===== config.mk =====
export PLATFORM = sky130hd
export DESIGN_NAME = instr_mem_loadable
export DESIGN_NICKNAME = d
export VERILOG_FILES = /design/src/rtl/instr_mem_loadable.sv
export SDC_FILE = /design/constraint.sdc
export NUM_CORES = 1
export LEC_CHECK = 0
export ABC_AREA = 1
export ABC_CLOCK_PERIOD_IN_PS = 2790
export BUFFER_PORTS_ARGS = -buffer_cell sky130_fd_sc_hd__buf_4
export CORE_UTILIZATION = 36
export DETAILED_ROUTE_END_ITERATION = 10
export MAX_ROUTING_LAYER = met4
export PLACE_DENSITY_LB_ADDON = 0.12
export SLEW_MARGIN = 20
export SYNTH_ARGS = -nofsm -noshare
export SYNTH_HDL_FRONTEND = slang
export SYNTH_SLANG_ARGS = --single-unit
export TNS_END_PERCENT = 5

===== constraint.sdc =====
create_clock -name clk -period 2.79 [get_ports clk]
set_clock_uncertainty 0.05 [all_clocks]
set_input_delay 0.4185 -clock clk [delete_from_list [all_inputs] [get_ports clk]]
set_output_delay 0.4185 -clock clk [all_outputs]
set_load 0.005 [all_outputs]

===== src/rtl/instr_mem_loadable.sv =====
`default_nettype none
// ============================================================================
// Module      : instr_mem_loadable
// Description : Loadable instruction memory for the IF stage. A program is
//               written through the load port while in LOAD mode. In RUN
//               mode, fetches return the word at the PC through a registered
//               read with one cycle of latency. A stall input freezes the
//               fetch outputs. Unloaded, out-of-range or misaligned fetches
//               return HALT_WORD.
// Ports       : clk, rst                - clock, async active-high reset
//               ld_mode                 - 1 = LOAD requested, 0 = RUN requested
//               ld_we/ld_addr/ld_data   - load write port (byte address)
//               ld_count                - distinct words written since reset
//               if_req/if_stall         - fetch request, downstream stall
//               if_from_pc              - fetch byte address
//               if_instruction          - fetched word (registered)
//               if_valid/if_misalign    - fresh result flag, PC bit-0 flag
// Revision    : 1.0 - initial release
// ============================================================================
module instr_mem_loadable #(
  parameter int               DATA_W    = 16,
  parameter int               ADDR_W    = 16,
  parameter int               DEPTH     = 32,
  parameter logic [DATA_W-1:0] HALT_WORD = 16'h0000
) (
  input  logic                      clk,
  input  logic                      rst,
  input  logic                      ld_mode,
  input  logic                      ld_we,
  input  logic [ADDR_W-1:0]         ld_addr,
  input  logic [DATA_W-1:0]         ld_data,
  output logic [$clog2(DEPTH):0]    ld_count,
  input  logic                      if_req,
  input  logic                      if_stall,
  input  logic [ADDR_W-1:0]         if_from_pc,
  output logic [DATA_W-1:0]         if_instruction,
  output logic                      if_valid,
  output logic                      if_misalign
);

  localparam int c_IDX_W = $clog2(DEPTH);
  localparam int c_CNT_W = c_IDX_W + 1;
  // Byte-address limit held one bit wider than the address so that the
  // DEPTH*2 == 2**ADDR_W corner still compares correctly.
  localparam logic [ADDR_W:0]    c_LIMIT  = (ADDR_W+1)'(2 * DEPTH);
  localparam logic [c_CNT_W-1:0] c_CNT_MAX = c_CNT_W'(DEPTH);

  typedef enum logic [1:0] {
    S_IDLE = 2'd0,
    S_LOAD = 2'd1,
    S_RUN  = 2'd2
  } state_t;

  state_t r_state;
  state_t w_state_next;

  logic [DATA_W-1:0]  r_mem [DEPTH];
  logic [DEPTH-1:0]   r_loaded;
  logic [c_CNT_W-1:0] r_ld_count;
  logic [DATA_W-1:0]  r_instr;
  logic               r_valid;
  logic               r_misalign;

  logic [c_IDX_W-1:0] w_ld_idx;
  logic [c_IDX_W-1:0] w_if_idx;
  logic               w_ld_in_range;
  logic               w_if_in_range;
  logic               w_ld_ok;
  logic               w_ld_new;

  // --------------------------------------------------------------------------
  // Mode state machine
  // --------------------------------------------------------------------------
  always_ff @(posedge clk or posedge rst) begin
    if (rst) begin
      r_state <= S_IDLE;
    end else begin
      r_state <= w_state_next;
    end
  end

  always_comb begin
    w_state_next = r_state;
    case (r_state)
      S_IDLE:  w_state_next = ld_mode ? S_LOAD : S_RUN;
      S_LOAD:  if (!ld_mode) w_state_next = S_RUN;
      S_RUN:   if (ld_mode)  w_state_next = S_LOAD;
      default: w_state_next = S_IDLE;
    endcase
  end

  // --------------------------------------------------------------------------
  // Address decode. Range checks use the full address width so that upper
  // PC bits never alias onto a valid index.
  // --------------------------------------------------------------------------
  always_comb begin
    w_ld_idx      = ld_addr[c_IDX_W:1];
    w_if_idx      = if_from_pc[c_IDX_W:1];
    w_ld_in_range = ({1'b0, ld_addr} < c_LIMIT);
    w_if_in_range = ({1'b0, if_from_pc} < c_LIMIT);
    w_ld_ok       = (r_state == S_LOAD) && ld_we && !ld_addr[0] && w_ld_in_range;
    w_ld_new      = w_ld_ok && !r_loaded[w_ld_idx];
  end

  // --------------------------------------------------------------------------
  // Storage array: no reset, so contents survive rst; validity is tracked
  // separately in r_loaded.
  // --------------------------------------------------------------------------
  always_ff @(posedge clk) begin
    if (w_ld_ok) begin
      r_mem[w_ld_idx] <= ld_data;
    end
  end

  always_ff @(posedge clk or posedge rst) begin
    if (rst) begin
      r_loaded   <= '0;
      r_ld_count <= '0;
    end else begin
      if (w_ld_ok) begin
        r_loaded[w_ld_idx] <= 1'b1;
      end
      // Only first-time writes count; rewrites leave the counter alone.
      if (w_ld_new && (r_ld_count != c_CNT_MAX)) begin
        r_ld_count <= r_ld_count + 1'b1;
      end
    end
  end

  // --------------------------------------------------------------------------
  // Fetch path
  // --------------------------------------------------------------------------
  always_ff @(posedge clk or posedge rst) begin
    if (rst) begin
      r_instr    <= HALT_WORD;
      r_valid    <= 1'b0;
      r_misalign <= 1'b0;
    end else if (r_state != S_RUN) begin
      r_valid <= 1'b0;
    end else if (ld_mode) begin
      // Leaving RUN drops the valid flag even under stall.
      r_valid <= 1'b0;
    end else if (!if_stall) begin
      if (if_req) begin
        r_valid <= 1'b1;
        if (if_from_pc[0]) begin
          r_instr    <= HALT_WORD;
          r_misalign <= 1'b1;
        end else if (!w_if_in_range || !r_loaded[w_if_idx]) begin
          r_instr    <= HALT_WORD;
          r_misalign <= 1'b0;
        end else begin
          r_instr    <= r_mem[w_if_idx];
          r_misalign <= 1'b0;
        end
      end else begin
        r_valid <= 1'b0;
      end
    end
  end

  assign ld_count       = r_ld_count;
  assign if_instruction = r_instr;
  assign if_valid       = r_valid;
  assign if_misalign    = r_misalign;

endmodule
`default_nettype wire


==> summary.txt <==
Critical path
  – Startpoint class of the critical path: flop
  – Launching instance or port of the critical path: r_state[1]
  – Largest fanout on the critical path: 16
  – Type of element capturing the critical path: flop
  – Critical path start-end classification: flop to flop
  – Data required time at the worst endpoint: roughly 3.1 ns
  – Worst r2r src: r_state[1]
  – Data arrival at the endpoint of the critical path: 2.48 ns

Route
  – Number of remaining DRC errors: 0
  – Initial DRT Pass Iterations: 5
  – Count of nets left with antenna violations after detail routing: 0
  – DR vias: between 15,000 and 20,000
  – Routed len/inst: 23.6 um
  – Via-to-Cell Ratio: between 5 and 6
  – Final wirelength: 74,100 um
  – Starting DRT DRC Count: 1,408

Logic synthesis
  – Area of the mapped netlist: about 24,000 um^2
  – Portion of the post-synthesis area used by sequential elements: around 70%
  – Flop and latch count out of synthesis: 570
  – Yosys Warn Count: 0
  – Post-synthesis area per instance: roughly 11 um^2
  – Gate Count Post-Synth: ~2,100
  – Syn_nets: about 2,200
  – Count of cell types in the netlist: 31

Global routing
  – Antenna violations before repair: 2
  – Busiest layer in global routing: met2
  – Routing usage on met3: around 2.8%
  – Residual overflow from global routing: 0
  – Overall track demand over capacity in global routing: between 20% and 30%
  – Maximum number of pins on one net before global-route repair: roughly 100
  – Global-route track usage on met1: about 31%
  – Global-route wire length before repair: between 100,000 and 150,000 um
  – Via count of the first global-routing pass: between 15,000 and 20,000
  – Global routing met2 resource utilization: a little over a third

STA
  – Post-route worst setup slack: around 0.60 ns
  – Maximum clock rate: ~460 MHz
  – Number of slew-limit violations in the final report: 0
  – Tightest slew margin relative to the limit: between 40% and 50%
  – Setup repair after global routing missed its margin: false
  – Setup-violating endpoint count in the final report: 0
  – Final Critical Period: 2.19 ns
  – Final worst path period share: 78.7%
  – Final-layout setup total negative slack: 0 ns
  – Endpoints failing hold: 0
  – Slew of the pin with the lowest slew margin: about 0.76 ns

Finish
  – Antenna diode count: 0
  – Relative area change from synthesis to final layout: 17.5%
  – Non-filler cells, final: between 3,000 and 4,000
  – Fraction of final layout cells with drive strength greater than 1: around 14%
  – Share of the core filled with cells: a little over two fifths
  – Final net count: between 2,000 and 2,500
  – Design Area, Final: around 28,000 um^2
  – Most common cell after layout, fill and taps aside: nand2_1
  – Commonest cells after routing, fill and taps aside: nand2_1, edfxtp_1, nand3_1

Hold path
  – Worst Hold Launch: if_stall
  – Worst min-delay path class: input pin to flop

Floorplan
  – Number of rows created at floorplan: 93
  – Starting density of the core: 36.6%
  – Horizontal die dimension: ~260 um
  – Die area: about 67,000 um^2
  – Area of the placeable core: approximately 65,000 um^2
  – Count of boundary I/O pins: 78
  – Die H: around 260 um

Placement
  – DP Cell Count: 3,020
  – Setup Slack @ Placement: between 0.15 and 0.2 ns
  – Routability congestion estimate from global placement: between 0.8 and 0.9
  – Placed wire-length estimate: around 45,000 um
  – IO Port Bufs: 77
  – Cell area reported after detailed placement: 25,900 um^2

CTS
  – Total setup buffers inserted after CTS: 0
  – Clk Tree Root Cell: clkbuf_16
  – Clock input transition at the sequential cells of the worst setup and hold paths: 0.06 ns
  – CTS tree: built
  – Level count of the clock H-tree: 2
  – Num CTS Buffers: 61
  – Clock latency of the later-clocked register in the worst-skew pair: roughly 0.63 ns
  – Clock sink count: 570
  – Number of buffers on the longest clock path: 3

Pwr
  – Leakage power summed over all cells: around 11 nW
  – Maximum vdd ir drop: ~0.00056 V
  – P per Cell Area: roughly 660 nW/um^2

Run status
  – Result of the run: completed

Run
  – Number of max-capacitance violations reported: 0
-- area by class of cell --
type,count,area [um^2]
clock buffers,88,1700
clock inverters,27,214
fillers,6218,36900
inverters,39,156
multi-input cells,1384,6100
flip-flops and latches,570,16800
well taps,855,1070
repair buffers,174,1760
-- logic make-up after synthesis --
| family | after synthesis | share of synthesized area [%] |
|---|---|---|
| flops | 570 | 71.1 |
| xor+xnor | 3 | 0.111 |
| simple gates | 1312 | 23.8 |
| buf+inv | 163 | 3.47 |
| compound gates | 67 | 1.46 |
| fa+ha+maj | 2 | 0.106 |
-- critical path: stages, from the launching register on --
cell and delay (ns):
dfrtp_1 0.39, inv_1 0.09, nand2_1 0.17, nor4_4 0.33, buf_4 0.20, nand2_1 0.12, buf_4 0.19, nor2_2 0.19
buf_12 0.19
-- sequential cells by signal, summed over array words and instances, names as in the netlist --
register,cells
r_mem,512
r_loaded,32
if_instruction,16
ld_count,6
r_state,2
if_misalign,1
if_valid,1
-- synthesized netlist by cell type --
library cell / count / share of area (%)
nand3_1: 469 / 9.9
xor2_1: 2 / 0.074
nor2_2: 3 / 0.079
nor3_1: 9 / 0.19
nor2_1: 64 / 1.0
a21oi_1: 36 / 0.76
clkbuf_1: 15 / 0.24
nand4_1: 3 / 0.079
edfxtp_1: 512 / 65
nand2_1: 739 / 12
buf_6: 8 / 0.38
or2_2: 16 / 0.42
o21ai_0: 26 / 0.55
buf_2: 81 / 1.7
clkinv_1: 3 / 0.048
nor4_1: 2 / 0.053
buf_1: 7 / 0.11
ha_1: 2 / 0.11
and3_1: 1 / 0.026
or2_1: 2 / 0.053
buf_4: 13 / 0.41
nand3b_1: 1 / 0.032
o21ai_1: 4 / 0.085
dfrtp_1: 58 / 6.1
inv_1: 33 / 0.52
nand4_2: 1 / 0.053
xnor2_1: 1 / 0.037
nand3_2: 1 / 0.042
a21oi_4: 1 / 0.069
nor4_4: 1 / 0.090
inv_2: 3 / 0.048
-- report_power, final --
group          internal [mW]  switching [mW]
Clock                   4.48            3.36
Combinational          0.313           0.923
Sequential              9.31         0.00426
-- per-stage QoR --
step	hold WS [ns]	power (mW)
finish	0.146	18.4
detailed placement	0.410	10.7
floorplan	0.383	10.1
global placement	0.400	10.7
CTS	0.119	18.5
global route	0.172	18.9
-- path summary, 6_finish.rpt --
path | to | slack (ns) | cells past startpoint
setup / recovery | r_mem[5][9] | 0.60 | 8
hold / removal | if_valid | 0.15 | 3
setup reg to reg | r_mem[5][9] | 0.60 | 8
hold reg to reg | r_state[1] | 0.42 | 1
max in group asynchronous | if_instruction[5] | 1.64 | 4
min in group asynchronous | r_loaded[30] | 0.30 | 3
-- metal layers --
metal / routed length, um / up-vias
met5: 0 / -
met4: 2810 / 0
met3: 3350 / 118
met2: 34300 / 445
met1: 33600 / 8223
li1: - / 7596
-- what timing repair did --
action,CTS,global route
resized for setup,0,0
hold buffers,2,0
endpoints found under the hold margin,15,0
endpoints found under the setup margin,0,0
Power figures use the tool's default switching activity.
